File: src/rtl/vga_timing_pkg.sv
// Shared constants and types for the 640x480@60 Hz VGA timing generator.
package vga_timing_pkg;

    // Default horizontal timing, in pixel clocks
    localparam int DEF_H_VISIBLE = 640;
    localparam int DEF_H_FRONT   = 16;
    localparam int DEF_H_SYNC    = 96;
    localparam int DEF_H_BACK    = 48;

    // Default vertical timing, in lines
    localparam int DEF_V_VISIBLE = 480;
    localparam int DEF_V_FRONT   = 10;
    localparam int DEF_V_SYNC    = 2;
    localparam int DEF_V_BACK    = 33;

    // Sync delay that matches the registered colour stage downstream
    localparam int DEF_SYNC_DELAY = 1;

    localparam int H_TOTAL = DEF_H_VISIBLE + DEF_H_FRONT + DEF_H_SYNC + DEF_H_BACK;
    localparam int V_TOTAL = DEF_V_VISIBLE + DEF_V_FRONT + DEF_V_SYNC + DEF_V_BACK;

    // Sync windows are half-open: [START, END)
    localparam int HS_START = DEF_H_VISIBLE + DEF_H_FRONT;
    localparam int HS_END   = HS_START + DEF_H_SYNC;
    localparam int VS_START = DEF_V_VISIBLE + DEF_V_FRONT;
    localparam int VS_END   = VS_START + DEF_V_SYNC;

    typedef logic [9:0] coord_t;

endpackage

File: src/rtl/vga_timing_gen_if.sv
// Raster timing bundle from the timing generator to the pixel stage.
// There is no handshake: every signal is valid on every pixel clock, and
// the pixel stage simply samples it.
interface vga_timing_gen_if;
    import vga_timing_pkg::*;

    coord_t DrawX;
    coord_t DrawY;
    logic   blank;
    logic   hs;
    logic   vs;
    logic   line_start;
    logic   frame_start;

    modport master (
        output DrawX, DrawY, blank, hs, vs, line_start, frame_start
    );

    modport slave (
        input  DrawX, DrawY, blank, hs, vs, line_start, frame_start
    );

endinterface

File: src/rtl/vga_sync_delay.sv
// Two-bit shift register for {hs, vs}. Stages reset to all-ones so that an
// inactive (high) sync level is held while the pipe refills after reset.
module vga_sync_delay #(
    parameter int DEPTH = 1
) (
    input  logic       i_clk,
    input  logic       i_rst_n,
    input  logic [1:0] i_d,
    output logic [1:0] o_q
);

    generate
        if (DEPTH == 0) begin : g_pass
            // Clock and reset are not needed for a straight wire
            logic w_unused;
            assign w_unused = i_clk ^ i_rst_n;
            assign o_q      = i_d;
        end else begin : g_shift
            logic [1:0] r_stage [DEPTH];

            // Shift every cycle; async reset forces syncs inactive at once
            always_ff @(posedge i_clk or negedge i_rst_n) begin
                if (!i_rst_n) begin
                    for (int i = 0; i < DEPTH; i++) r_stage[i] <= 2'b11;
                end else begin
                    r_stage[0] <= i_d;
                    for (int i = 1; i < DEPTH; i++) r_stage[i] <= r_stage[i-1];
                end
            end

            assign o_q = r_stage[DEPTH-1];
        end
    endgenerate

endmodule

File: src/rtl/vga_timing_gen.sv
// VGA raster timing: pixel/line counters, registered decode of blank, line
// and frame strobes and raw syncs, plus a short delay on hs/vs to line them
// up with the registered colour produced downstream.
module vga_timing_gen
    import vga_timing_pkg::*;
#(
    parameter int H_VISIBLE  = DEF_H_VISIBLE,
    parameter int H_FRONT    = DEF_H_FRONT,
    parameter int H_SYNC     = DEF_H_SYNC,
    parameter int H_BACK     = DEF_H_BACK,
    parameter int V_VISIBLE  = DEF_V_VISIBLE,
    parameter int V_FRONT    = DEF_V_FRONT,
    parameter int V_SYNC     = DEF_V_SYNC,
    parameter int V_BACK     = DEF_V_BACK,
    parameter int SYNC_DELAY = DEF_SYNC_DELAY
) (
    input  logic             vga_clk,
    input  logic             reset_n,
    vga_timing_gen_if.master vga
);

    localparam int L_H_TOTAL = H_VISIBLE + H_FRONT + H_SYNC + H_BACK;
    localparam int L_V_TOTAL = V_VISIBLE + V_FRONT + V_SYNC + V_BACK;

    localparam coord_t L_H_LAST   = coord_t'(L_H_TOTAL - 1);
    localparam coord_t L_V_LAST   = coord_t'(L_V_TOTAL - 1);
    localparam coord_t L_H_VIS    = coord_t'(H_VISIBLE);
    localparam coord_t L_V_VIS    = coord_t'(V_VISIBLE);
    localparam coord_t L_HS_START = coord_t'(H_VISIBLE + H_FRONT);
    localparam coord_t L_HS_END   = coord_t'(H_VISIBLE + H_FRONT + H_SYNC);
    localparam coord_t L_VS_START = coord_t'(V_VISIBLE + V_FRONT);
    localparam coord_t L_VS_END   = coord_t'(V_VISIBLE + V_FRONT + V_SYNC);

    // r_run is low only until the first edge after reset: that edge loads
    // the decode of (0,0) without advancing, so hc=1 appears one cycle later.
    logic       r_run;
    coord_t     r_hc;
    coord_t     r_vc;
    logic       r_blank;
    logic       r_line_start;
    logic       r_frame_start;
    logic       r_hs_raw;
    logic       r_vs_raw;

    coord_t     w_hc_next;
    coord_t     w_vc_next;
    logic [1:0] w_sync;

    // Next counter values; the decode flops below use these so their
    // outputs line up with the counters they describe
    always_comb begin
        w_hc_next = r_hc;
        w_vc_next = r_vc;
        if (r_run) begin
            if (r_hc == L_H_LAST) begin
                w_hc_next = '0;
                w_vc_next = (r_vc == L_V_LAST) ? '0 : r_vc + 10'd1;
            end else begin
                w_hc_next = r_hc + 10'd1;
            end
        end
    end

    // Counters and glitch-free registered decode
    always_ff @(posedge vga_clk or negedge reset_n) begin
        if (!reset_n) begin
            r_run         <= 1'b0;
            r_hc          <= '0;
            r_vc          <= '0;
            r_blank       <= 1'b0;
            r_line_start  <= 1'b0;
            r_frame_start <= 1'b0;
            r_hs_raw      <= 1'b1;
            r_vs_raw      <= 1'b1;
        end else begin
            r_run         <= 1'b1;
            r_hc          <= w_hc_next;
            r_vc          <= w_vc_next;
            r_blank       <= (w_hc_next < L_H_VIS) && (w_vc_next < L_V_VIS);
            r_line_start  <= (w_hc_next == '0);
            r_frame_start <= (w_hc_next == '0) && (w_vc_next == '0);
            r_hs_raw      <= !((w_hc_next >= L_HS_START) && (w_hc_next < L_HS_END));
            r_vs_raw      <= !((w_vc_next >= L_VS_START) && (w_vc_next < L_VS_END));
        end
    end

    vga_sync_delay #(
        .DEPTH (SYNC_DELAY)
    ) u_sync_delay (
        .i_clk   (vga_clk),
        .i_rst_n (reset_n),
        .i_d     ({r_hs_raw, r_vs_raw}),
        .o_q     (w_sync)
    );

    assign vga.DrawX       = r_hc;
    assign vga.DrawY       = r_vc;
    assign vga.blank       = r_blank;
    assign vga.line_start  = r_line_start;
    assign vga.frame_start = r_frame_start;
    assign vga.hs          = w_sync[1];
    assign vga.vs          = w_sync[0];

endmodule

File: src/flat_wrapper.sv
// flat-port wrapper written by rule: the top's interface ports become plain ports
module vga_timing_gen_flat import vga_timing_pkg::*;
#(
    parameter int H_VISIBLE  = DEF_H_VISIBLE,
    parameter int H_FRONT    = DEF_H_FRONT,
    parameter int H_SYNC     = DEF_H_SYNC,
    parameter int H_BACK     = DEF_H_BACK,
    parameter int V_VISIBLE  = DEF_V_VISIBLE,
    parameter int V_FRONT    = DEF_V_FRONT,
    parameter int V_SYNC     = DEF_V_SYNC,
    parameter int V_BACK     = DEF_V_BACK,
    parameter int SYNC_DELAY = DEF_SYNC_DELAY
)
  (vga_clk, reset_n, vga_DrawX, vga_DrawY, vga_blank, vga_hs, vga_vs, vga_line_start, vga_frame_start);
  vga_timing_gen_if vga_i ();
  input  logic vga_clk;
  input  logic reset_n;
  output wire logic [$bits(vga_i.DrawX)-1:0] vga_DrawX;
  output wire logic [$bits(vga_i.DrawY)-1:0] vga_DrawY;
  output wire logic [$bits(vga_i.blank)-1:0] vga_blank;
  output wire logic [$bits(vga_i.hs)-1:0] vga_hs;
  output wire logic [$bits(vga_i.vs)-1:0] vga_vs;
  output wire logic [$bits(vga_i.line_start)-1:0] vga_line_start;
  output wire logic [$bits(vga_i.frame_start)-1:0] vga_frame_start;
  assign vga_DrawX = vga_i.DrawX;
  assign vga_DrawY = vga_i.DrawY;
  assign vga_blank = vga_i.blank;
  assign vga_hs = vga_i.hs;
  assign vga_vs = vga_i.vs;
  assign vga_line_start = vga_i.line_start;
  assign vga_frame_start = vga_i.frame_start;
  vga_timing_gen #(.H_VISIBLE(H_VISIBLE), .H_FRONT(H_FRONT), .H_SYNC(H_SYNC), .H_BACK(H_BACK), .V_VISIBLE(V_VISIBLE), .V_FRONT(V_FRONT), .V_SYNC(V_SYNC), .V_BACK(V_BACK), .SYNC_DELAY(SYNC_DELAY)) u_core (.vga_clk(vga_clk), .reset_n(reset_n), .vga(vga_i));
endmodule
File: config.mk
export PLATFORM = sky130hd
export DESIGN_NAME = vga_timing_gen_flat
export DESIGN_NICKNAME = d
export VERILOG_FILES = /design/src/rtl/vga_timing_pkg.sv /design/src/rtl/vga_timing_gen_if.sv /design/src/rtl/vga_sync_delay.sv /design/src/rtl/vga_timing_gen.sv /design/src/flat_wrapper.sv
export SDC_FILE = /design/constraint.sdc
export NUM_CORES = 1
export LEC_CHECK = 0
export ABC_AREA = 1
export ABC_CLOCK_PERIOD_IN_PS = 4890
export BUFFER_PORTS_ARGS = -buffer_cell sky130_fd_sc_hd__buf_2
export CORE_MARGIN = 10
export CORE_UTILIZATION = 60
export CTS_BUF_LIST = sky130_fd_sc_hd__clkbuf_4
export DETAILED_ROUTE_END_ITERATION = 8
export HOLD_SLACK_MARGIN = 0.02
export PLACE_DENSITY = 0.93
export SETUP_SLACK_MARGIN = 0.02
export SYNTH_ARGS = -nofsm -noshare
export SYNTH_HDL_FRONTEND = slang
export SYNTH_SLANG_ARGS = --single-unit
File: constraint.sdc
create_clock -name vga_clk -period 4.89 [get_ports vga_clk]
set_clock_uncertainty 0.05 [all_clocks]
set_input_delay 0.489 -clock vga_clk [delete_from_list [all_inputs] [get_ports vga_clk]]
set_output_delay 0.489 -clock vga_clk [all_outputs]
set_load 0.1 [all_outputs]
==> impl_metrics.json <==
{
  "grt_pass1_wl_um": 6589,
  "final_net_count": 271,
  "final_cell_mix": "nand2_1, inv_1, buf_2",
  "synthMuxAreaShare_pct": 0,
  "finalCritPeriodShare_pct": 42.24,
  "dieWidth_um": 73.33,
  "synth-adder-area-share_pct": 2.199,
  "synthTopCellsByArea": "dfrtp_1, nand2_1, inv_1, dfstp_2, nand3_1",
  "timing.hold.ws_ns": 0.07447,
  "cts_hold_buf": 0,
  "synth_top_area_share_pct": 35.19,
  "yosys.area.top_type": "dfrtp_1",
  "endpoint_kind": "flop",
  "fill_cells": 230,
  "wl_um": 3824,
  "slew_violations": 0,
  "syn_inst": 237,
  "cts_tree": "done",
  "dr_total_vias": 1545,
  "tns_ns": 0,
  "final_common_cell": "nand2_1",
  "fp.dieArea_um2": 5377,
  "synth_area_per_cell_um2": 7.201,
  "vias_per_cell": 5.220,
  "finalPower_mw": 0.7257,
  "use_met1_pct": 18.74,
  "cts.sinks": 28,
  "clkTransAtPathRegs_ns": 0.15,
  "power_per_cell_area_nw_per_um2": 385.4,
  "drt_first_pass_iters": 4,
  "grt_use_met3_pct": 2.019,
  "fin_crit_ns": 2.065,
  "cap_violations": 0,
  "critical_path_arrival_ns": 2.29,
  "cts_buffers": 3,
  "grt_remaining_overflow": 0,
  "cts-root-buf": "clkbuf_4",
  "r2r_start": "u_core.r_run",
  "finalSetupViolCount": 0,
  "start_util_pct": 62.43,
  "core-area_um2": 2734,
  "power.leakage_nw": 1.104,
  "ys.warnings.count": 0,
  "layout-drive-gt1-share_pct": 20.75,
  "clk_latency_ns": 0.34,
  "post_cts_buffers": 0,
  "status": "finished clean",
  "port_buffers": 26,
  "synth_top_family_by_area": "simple AND/OR/NAND/NOR gates",
  "use_met2_pct": 25.02,
  "synth_area_um2": 1707,
  "critPathLaunchType": "flop",
  "synth_compound_area_share_pct": 4.399,
  "worstMarginPinSlew_ns": 0.5980,
  "fp-row-count": 19,
  "place.detailed.hpwl_um": 3060,
  "crit_fanout": 17,
  "busiest_layer": "met2",
  "antenna_cells": 0,
  "worstSetupPathType": "reg -> reg",
  "io_pins": 27,
  "area.growth.synth_to_final_pct": 10.34,
  "grt_usage_pct": 15.10,
  "synth_nets": 242,
  "ys_seq_elements": 28,
  "final_core_util_pct": 68.88,
  "synth.distinct_cells": 25,
  "wl_per_cell_um": 12.92,
  "antenna_found_initial": 0,
  "synth-simple-area-share_pct": 39.59,
  "final_hold_viol_count": 0,
  "cts-resized-gates": 0,
  "clock.fmax_mhz": 484.2,
  "cp.required_ns": 5.12,
  "r2r_slack_ns": 2.82,
  "r2r-end": "u_core.vga.frame_start",
  "synth_xor_area_share_pct": 1.026,
  "yosysSeqAreaShare_pct": 41.35,
  "peakVddDrop_v": 0.0005847,
  "drcViolationCount": 0,
  "hp-class": "in -> async",
  "postRouteAntennaNets": 0,
  "drtIter0Drc": 146,
  "rsz0062_at_grt": "false",
  "cts_buffer_depth": 2,
  "grt_max_degree": 29,
  "htree_levels": 1,
  "gp_congestion": 0.8493,
  "grt_pass1_vias": 1516,
  "relSlewSlack_pct": 60.14,
  "fp.dieH_um": 73.33,
  "ff2ff_path_depth": 9
}
-- synthesized netlist by cell type --
cell type  count
nand2_1       70
inv_1         43
dfrtp_1       24
nor2_1        24
nand3_1       18
nor2_2         9
o21ai_0        7
nand4_1        6
nor2_4         5
a21oi_1        4
dfstp_2        4
ha_1           3
inv_2          3
nand3_2        3
nor3_1         3
xor2_1         2
buf_2          1
clkbuf_8       1
conb_1         1
nand3_4        1
nand3b_1       1
nand4_2        1
o211ai_1       1
o21ai_1        1
o21bai_1       1
-- metal layers --
metal / vias to the layer above / routed length, um
met5: - / 0
met4: 0 / 85
met3: 7 / 288
met2: 61 / 1751
met1: 694 / 1698
li1: 783 / -
-- worst max-delay path, stage by stage (launching register included) --
cell and delay [ns]:
dfrtp_1 0.75, nand2_1 0.24, nor2_4 0.17, xor2_1 0.24
nand2_1 0.11, nor2_1 0.10, nand2_1 0.08, nor2_2 0.12
nand2_1 0.06, nor2_1 0.09
-- power by group --
group	leakage, nW	internal (mW)	total [mW]	switching (mW)
Sequential	0.359	0.257	0.291	0.0345
Clock	0.0154	0.0301	0.0976	0.0675
Combinational	0.730	0.0529	0.337	0.284
-- registers in the layout, summed over array words and instances, names as in the netlist --
register                 count
u_core.vga.blank             1
u_core.vga.frame_start       1
u_core.vga.DrawX            10
u_core.vga.DrawY            10
u_core.r_vs_raw              1
u_core.u_sync_delay.o_q      2
u_core.r_run                 1
u_core.vga.line_start        1
u_core.r_hs_raw              1
-- cell type report --
class | instances | area (um^2) | area share, %
Clock buffer | 3 | 22.52 | 1.196
Tap cell | 31 | 38.79 | 2.060
Clock inverter | 1 | 3.754 | 0.1993
Multi-Input combinational cell | 161 | 809.5 | 42.99
Inverter | 46 | 172.7 | 9.169
Sequential cell | 28 | 705.7 | 37.48
Timing Repair Buffer | 26 | 130.1 | 6.910
-- worst max-delay path by stage --
stage / start / to / slack, ns / depth (start not counted)
final: u_core.r_run / u_core.vga.frame_start / 2.82 / 9
after global routing: u_core.r_run / u_core.vga.frame_start / 2.59 / 9
after CTS: u_core.r_run / u_core.vga.frame_start / 2.85 / 9
after detailed placement: u_core.r_run / u_core.vga.frame_start / 2.91 / 9
after global placement: u_core.r_run / u_core.vga.frame_start / 2.95 / 9
after floorplan: u_core.vga.DrawX[0] / u_core.vga.blank / 2.49 / 10
-- through the flow --
step / worst slack (ns) / instance area [um^2] / std cells
finish: 2.825 / 1883 / 296
global route: 2.585 / 1883 / 296
CTS: 2.851 / 1883 / 296
detailed placement: 2.906 / 1857 / 292
global placement: 2.949 / 1857 / 292
floorplan: 2.490 / 1707 / 237
-- cell families after synthesis --
family | count (synthesis)
buf+inv | 48
other cells | 1
compound gates | 14
xor+xnor | 2
flops | 28
fa+ha+maj | 3
simple gates | 141
Power figures use the tool's default switching activity.
